**src/rtl/memory_bus_port_pkg.sv**
```systemverilog
// Shared definitions for the memory bus port.
//   state_e   : bus-port FSM states (IDLE, REQUEST, DONE)
//   SIZE_*    : access-size encodings carried on mem_size (2'b11 is handled as word)
package memory_bus_port_pkg;

   typedef enum logic [1:0] {
      IDLE    = 2'd0,
      REQUEST = 2'd1,
      DONE    = 2'd2
   } state_e;

   localparam logic [1:0] SIZE_BYTE = 2'b00;
   localparam logic [1:0] SIZE_HALF = 2'b01;
   localparam logic [1:0] SIZE_WORD = 2'b10;

endpackage

```
**src/rtl/memory_bus_port_load_align.sv**
```systemverilog
// load_align: combinational load-data alignment.
//   rdata    in  32  raw word from the bus
//   addr_lo  in  2   byte offset of the access within the word
//   size     in  2   access size (byte/half/word, 11 = word)
//   sign_ext in  1   sign-extend (1) or zero-extend (0)
//   data     out 32  shifted, truncated and extended load value
module load_align
   import memory_bus_port_pkg::*;
(
   input  logic [31:0] rdata,
   input  logic [1:0]  addr_lo,
   input  logic [1:0]  size,
   input  logic        sign_ext,
   output logic [31:0] data
);

   logic [31:0] shifted;

   // Addressed byte moves down to lane 0; a misaligned half at offset 3
   // simply sees zeros shifted into its upper byte.
   assign shifted = rdata >> {addr_lo, 3'b000};

   always_comb begin
      data = shifted;
      case (size)
         SIZE_BYTE: data = {{24{sign_ext & shifted[7]}},  shifted[7:0]};
         SIZE_HALF: data = {{16{sign_ext & shifted[15]}}, shifted[15:0]};
         default:   data = shifted;
      endcase
   end

endmodule

```
**src/rtl/memory_bus_port.sv**
```systemverilog
// memory_bus_port: bridges the memory pipeline stage to a valid/ready bus.
//   clk, reset_n         clock, asynchronous active-low reset
//   mem_address      in  byte address from the memory stage
//   mem_store_data   in  right-aligned store data
//   mem_size         in  access size (00 byte, 01 half, 10/11 word)
//   mem_signed       in  sign-extend load result
//   mem_load/store   in  access request, held stable while mem_busy=1
//   mem_load_data    out registered, aligned, extended load result
//   mem_busy         out stall request to the hazard unit
//   bus_address      out word address (bits [1:0] = 0)
//   bus_write_data   out lane-replicated store data
//   bus_strobe       out byte-lane enables
//   bus_write        out 1 = write, 0 = read
//   bus_valid        out request valid
//   bus_ready        in  responder accepts/completes the beat
//   bus_read_data    in  read word, valid on bus_valid && bus_ready
module memory_bus_port
   import memory_bus_port_pkg::*;
(
   input  logic        clk,
   input  logic        reset_n,
   input  logic [31:0] mem_address,
   input  logic [31:0] mem_store_data,
   input  logic [1:0]  mem_size,
   input  logic        mem_signed,
   input  logic        mem_load,
   input  logic        mem_store,
   output logic [31:0] mem_load_data,
   output logic        mem_busy,
   output logic [31:0] bus_address,
   output logic [31:0] bus_write_data,
   output logic [3:0]  bus_strobe,
   output logic        bus_write,
   output logic        bus_valid,
   input  logic        bus_ready,
   input  logic [31:0] bus_read_data
);

   state_e      state;
   logic [1:0]  size_q;
   logic [1:0]  addr_lo_q;
   logic        signed_q;
   logic [31:0] load_q;
   logic [31:0] aligned;

   logic        req;
   logic        is_write;
   logic [3:0]  strobe_c;
   logic [31:0] wdata_c;

   assign req      = mem_load | mem_store;
   // Load wins when both request lines are raised.
   assign is_write = mem_store & ~mem_load;

   always_comb begin
      strobe_c = 4'b1111;
      wdata_c  = mem_store_data;
      case (mem_size)
         SIZE_BYTE: begin
            strobe_c = 4'b0001 << mem_address[1:0];
            wdata_c  = {4{mem_store_data[7:0]}};
         end
         SIZE_HALF: begin
            strobe_c = 4'b0011 << {mem_address[1], 1'b0};
            wdata_c  = {2{mem_store_data[15:0]}};
         end
         default: begin
            strobe_c = 4'b1111;
            wdata_c  = mem_store_data;
         end
      endcase
   end

   load_align u_load_align (
      .rdata    (bus_read_data),
      .addr_lo  (addr_lo_q),
      .size     (size_q),
      .sign_ext (signed_q),
      .data     (aligned)
   );

   always_ff @(posedge clk or negedge reset_n) begin
      if (!reset_n) begin
         state          <= IDLE;
         bus_valid      <= 1'b0;
         bus_write      <= 1'b0;
         bus_strobe     <= 4'b0000;
         bus_address    <= 32'h0;
         bus_write_data <= 32'h0;
         size_q         <= SIZE_BYTE;
         addr_lo_q      <= 2'b00;
         signed_q       <= 1'b0;
         load_q         <= 32'h0;
      end else begin
         case (state)
            IDLE: begin
               if (req) begin
                  bus_address    <= {mem_address[31:2], 2'b00};
                  bus_write      <= is_write;
                  bus_strobe     <= is_write ? strobe_c : 4'b1111;
                  bus_write_data <= is_write ? wdata_c : 32'h0;
                  size_q         <= mem_size;
                  addr_lo_q      <= mem_address[1:0];
                  signed_q       <= mem_signed;
                  bus_valid      <= 1'b1;
                  state          <= REQUEST;
               end
            end
            REQUEST: begin
               // Bus outputs stay frozen until the responder takes the beat,
               // regardless of what the pipeline does with its request lines.
               if (bus_ready) begin
                  if (!bus_write) load_q <= aligned;
                  bus_valid <= 1'b0;
                  state     <= DONE;
               end
            end
            DONE:    state <= IDLE;
            default: state <= IDLE;
         endcase
      end
   end

   // Busy drops in DONE so the pipeline advances exactly one cycle.
   assign mem_busy      = req && (state != DONE);
   assign mem_load_data = load_q;

endmodule
```
**config.mk**
```make
export PLATFORM = sky130hd
export DESIGN_NAME = memory_bus_port
export DESIGN_NICKNAME = d
export VERILOG_FILES = /design/src/rtl/memory_bus_port_pkg.sv /design/src/rtl/memory_bus_port_load_align.sv /design/src/rtl/memory_bus_port.sv
export SDC_FILE = /design/constraint.sdc
export NUM_CORES = 1
export LEC_CHECK = 0
export ABC_AREA = 1
export CORE_UTILIZATION = 57
export DETAILED_ROUTE_END_ITERATION = 8
export DONT_BUFFER_PORTS = 1
export PLACE_DENSITY = 0.74
export SLEW_MARGIN = 20
export SYNTH_ARGS = -nofsm -noshare
export SYNTH_HDL_FRONTEND = slang
export SYNTH_SLANG_ARGS = --single-unit
```
**constraint.sdc**
```tcl
create_clock -name clk -period 1.2 [get_ports clk]
set_input_delay 0.18 -clock clk [delete_from_list [all_inputs] [get_ports clk]]
set_output_delay 0.18 -clock clk [all_outputs]
set_load 0.05 [all_outputs]
```
==> results of run 1 <==
synthesized netlist by cell type, drive strengths merged:
library cell	count
clkbuf	9
buf	28
nand4	1
or2	23
o211ai	7
o21ai	43
clkinv	1
nand2	258
inv	47
nor2	62
dfrtp	107
a31oi	4
nand3	50
conb	1
a21oi	25
stage by stage:
stage / area, sq um / setup slack (ns)
3_5_place_dp: 5956 / -0.1417
2_1_floorplan: 5408 / -0.1144
4_1_cts: 7896 / -0.1912
3_3_place_gp: 5956 / -0.1314
cells by family after synthesis:
logic type / share of synthesized area
DFF: 0.5071
buffers and inverters: 0.08389
other: 0.0007102
and+or+nand+nor: 0.3220
AOI/OAI and AO/OA: 0.08625
what timing repair did:
action                                 4_1_cts
gates cloned                                17
setup endpoints to repair                  149
gates resized for setup                    214
setup buffers                               17
endpoints found under the hold margin      163
pin swaps                                   59
hold buffers                                53
==> impl_metrics.tcl, run 1 <==
set metrics [dict create \
    cts_buffers 9 \
    dp_cells 822 \
    synth_warnings 0 \
    netlist_area_sq_mm 0.005280 \
    ios 207 \
    cts_htree_levels 3 \
    synth_area_leader_cell "dfrtp_1" \
    avgSynthCellArea_sq_um 7.928 \
    synth_cell_type_count 29 \
    die_y_um 98.25 \
    synth_seq_cells 107 \
    synth_top_area_share 0.5071 \
    std_cell_rows 34 \
    synthCells 666 \
    clkSinkCount 107 \
    gp_congestion 0.8881 \
    io_buffers 0 \
    synth.area.top_cells "dfrtp_1 (51%), nand2_1 (17%), nand3_1 (4.5%), nor2_1 (4.1%), inv_1 (2.9%)" \
    crit_endpoint "mem_load_data[23]$_DFFE_PN0P_/D" \
    die-width_um 98.25 \
    grt_max_degree 108 \
    outcome "aborted with a tool error" \
    worst-ep-kind "sequential cell input" \
    clockBufferDepth 2 \
    clockRootBuffer "clkbuf_8" \
    hpwlAfterDp_um 9849 \
    firstError "[ERROR DPL-0038] Utilization greater than 100%, impossible to legalize" \
    start_util 0.5967 \
    seq_area_frac_synth 0.5071 \
    lastStage "global routing" \
]
==> run 2: changes to the inputs <==
--- a/config.mk
+++ b/config.mk
@@ -6,10 +6,10 @@
 export NUM_CORES = 1
 export LEC_CHECK = 0
 export ABC_AREA = 1
-export CORE_UTILIZATION = 57
+export CORE_UTILIZATION = 40
 export DETAILED_ROUTE_END_ITERATION = 8
 export DONT_BUFFER_PORTS = 1
-export PLACE_DENSITY = 0.74
+export PLACE_DENSITY_LB_ADDON = 0.15
 export SLEW_MARGIN = 20
 export SYNTH_ARGS = -nofsm -noshare
 export SYNTH_HDL_FRONTEND = slang
==> constraint.sdc (replaced) <==
create_clock -name clk -period 1.55 [get_ports clk]
set_input_delay 0.2325 -clock clk [delete_from_list [all_inputs] [get_ports clk]]
set_output_delay 0.2325 -clock clk [all_outputs]
set_load 0.05 [all_outputs]
==> run 2 against run 1 <==
The flow now finishes, with violations (negative hold slack). Synthesized area unchanged. Synthesized cell count is the same.
==> impl_metrics.tcl, run 2 <==
set metrics [dict create \
    cts_buffers 9 \
    dieArea_sq_mm 0.01366 \
    wl_per_cell_um 15.83 \
    tightest_slew_ns 0.5838 \
    start_util 0.4150 \
    clkSinkCount 107 \
    end_kind "register" \
    cap_violations 0 \
    grt_pass1_wl_um 21420 \
    clkSlewWorstSetupHoldPaths_ns 0.07 \
    stdcell_count 887 \
    grt_use_total 0.2067 \
    vias 4480 \
    io_buffers 0 \
    hold_viol_final 107 \
    setup_viol 0 \
    netlist_area_sq_mm 0.005280 \
    drive_gt1_frac 0.1650 \
    hpwlAfterDp_um 9781 \
    timing.hold.ws_ns -0.4267 \
    fin_tns_setup_ns 0 \
    power.leakage_nw 3.155 \
    avgSynthCellArea_sq_um 7.928 \
    antenna_found_initial 0 \
    r2r-start "addr_lo_q[0]$_DFFE_PN0P_" \
    via_per_inst 5.051 \
    endpoint "mem_load_data[18]$_DFFE_PN0P_" \
    outcome "complete, but fails checks" \
    post-route-min-period_ns 1.417 \
    finalCritPeriodShare 0.9142 \
    yosysMostFrequentCell "nand2_1" \
    rsz0062_at_grt "no" \
    yosys-top-cells-count "nand2_1 (246), dfrtp_1 (107), nor2_1 (58)" \
    die-width_um 116.9 \
    insertion_delay_ns 0.35 \
    crit_required_ns 1.80 \
    seq_area_frac_synth 0.5071 \
    first_global_vias 4249 \
    worst_ep_arrival_time_ns 1.66 \
    critPathKind "register to register" \
    crit_buf_inv 3 \
    drtAntennaViolNets 0 \
    diodes 0 \
    drc 0 \
    grt-ovfl-total 0 \
    p_per_area_mw_per_mm2 2563 \
    cpLargestDelayFamily "simple AND/OR/NAND/NOR gates" \
    synth_seq_cells 107 \
    core_sq_mm 0.01272 \
    clockRootBuffer "clkbuf_16" \
    crit_path_top_delay_cell "dfrtp_2" \
    dp_cells 840 \
    max_slew_margin 0.6094 \
    cts_tree "yes" \
    crit_path_start "addr_lo_q[0]$_DFFE_PN0P_" \
    drt_wl_total_um 14040 \
    synthCells 666 \
    gp_congestion 0.8651 \
    clockBufferDepth 2 \
    initialDrtViolationCount 267 \
    hold_class "primary input to asynchronous set/reset pin" \
    peakVddDrop_uv 1242 \
    grt_max_degree 108 \
    cp_slowest_stage_delay_ns 0.46 \
    fmax_mhz 705.7 \
    syn_to_final_growth_pct 17.37 \
    path_cells "buf_12 > nand2_1 > nand3_1 > nand3_2 > buf_12 > nand3_1 > nand2_1 > inv_1" \
    crit_fanout 24 \
    violations "negative hold slack" \
    r2r_end "mem_load_data[18]$_DFFE_PN0P_" \
    die_y_um 116.9 \
    ys.flop_type "dfrtp_1" \
    maxSlewViolCount 0 \
    fin_worst_skew_ns 0.01197 \
    cp.depth 8 \
    synth_top_area_share 0.5071 \
    final_common_cell "nand2_1" \
    final_cell_mix "nand2_1 (246), dfrtp_1 (105), nor2_1 (58)" \
    startpoint_type "register" \
    std_cell_rows 41 \
    ys_async_sr_fraction 1.000 \
    r2r_slack_ns 0.13 \
    nNetsFinal 814 \
    synth_edf_count 0 \
    reg2regPathDepth 8 \
    synth_area_leader_cell "dfrtp_1" \
    synth.area.top_cells "dfrtp_1 (51%), nand2_1 (17%), nand3_1 (4.5%), nor2_1 (4.1%), inv_1 (2.9%)" \
    cts_htree_levels 3 \
    firstDrtPassIters 5 \
    synth_cell_type_count 29 \
    synth_warnings 0 \
    ios 207 \
]
[run 2: worst reg2reg max path: stages, from the launching register on]
cell	delay, ns
dfrtp_2	0.46
buf_12	0.18
nand2_1	0.08
nand3_1	0.12
nand3_2	0.11
buf_12	0.17
nand3_1	0.10
nand2_1	0.07
inv_1	0.03
[run 2: final cells by class]
class / instances / area (sq um)
Fill cell: 1281 / 6525
Clock inverter: 5 / 43.79
Inverter: 48 / 185.2
Timing Repair Buffer: 67 / 625.6
Timing Repair inverter: 1 / 5.005
Tap cell: 172 / 215.2
Sequential cell: 107 / 2680
Clock buffer: 11 / 252.7
Multi-Input combinational cell: 476 / 2190
[run 2: per-layer routing]
layer	wire, um	vias up	global-route usage
met3	1493	21	0.07467
met2	6611	189	0.3353
li1	-	2165	-
met5	0	-	0
met1	5670	2105	0.2527
met4	266	0	0.07764
[run 2: kinds of logic (layout without fill, tap and decap cells)]
group	count (synthesis)	in the layout	share of synthesized area
buf+inv	85	132	0.08389
flops	107	107	0.5071
compound gates	79	79	0.08625
other cells	1	2	0.0007102
simple gates	394	395	0.3220
[run 2: how the worst min path moves through the flow]
| stage | cells past startpoint | slack (ns) | end | from |
|---|---|---|---|---|
| 2_1_floorplan | 0 | -0.06 | addr_lo_q[0]$_DFFE_PN0P_ | reset_n |
| 3_3_place_gp | 0 | -0.06 | mem_load_data[5]$_DFFE_PN0P_ | reset_n |
| 3_5_place_dp | 0 | -0.06 | mem_load_data[5]$_DFFE_PN0P_ | reset_n |
| 4_1_cts | 0 | -0.44 | bus_write_data[5]$_DFFE_PN0P_ | reset_n |
| 5_1_grt | 0 | -0.45 | mem_load_data[5]$_DFFE_PN0P_ | reset_n |
| 6_report | 0 | -0.43 | mem_load_data[5]$_DFFE_PN0P_ | reset_n |
[run 2: power by group]
group	internal (mW)	total, mW	switching [mW]
logic	2.03	5.93	3.91
clock network	1.20	2.27	1.07
registers	3.96	7.68	3.72
[run 2: repair_timing]
item	in CTS	in global routing
endpoints found under the setup margin	0	14
endpoints found under the hold margin	135	108
hold buffers	28	1
gates resized for setup	0	4
buffers inserted	0	0
[run 2: stage by stage]
stage | hold WS, ns | total power, mW | util | worst slack [ns] | area, sq um
CTS | -0.4445 | 15.92 | 0.4838 | 0.1005 | 6155
global route | -0.4477 | 16.86 | 0.4871 | 0.01616 | 6197
finish | -0.4267 | 15.88 | 0.4871 | 0.1330 | 6197
detailed placement | -0.05926 | 13.57 | 0.4384 | 0.1196 | 5578
floorplan | -0.06309 | 12.07 | - | 0.1548 | 5285
global placement | -0.06024 | 13.47 | 0.4384 | 0.1437 | 5578
(Power assumes the default switching activity.)
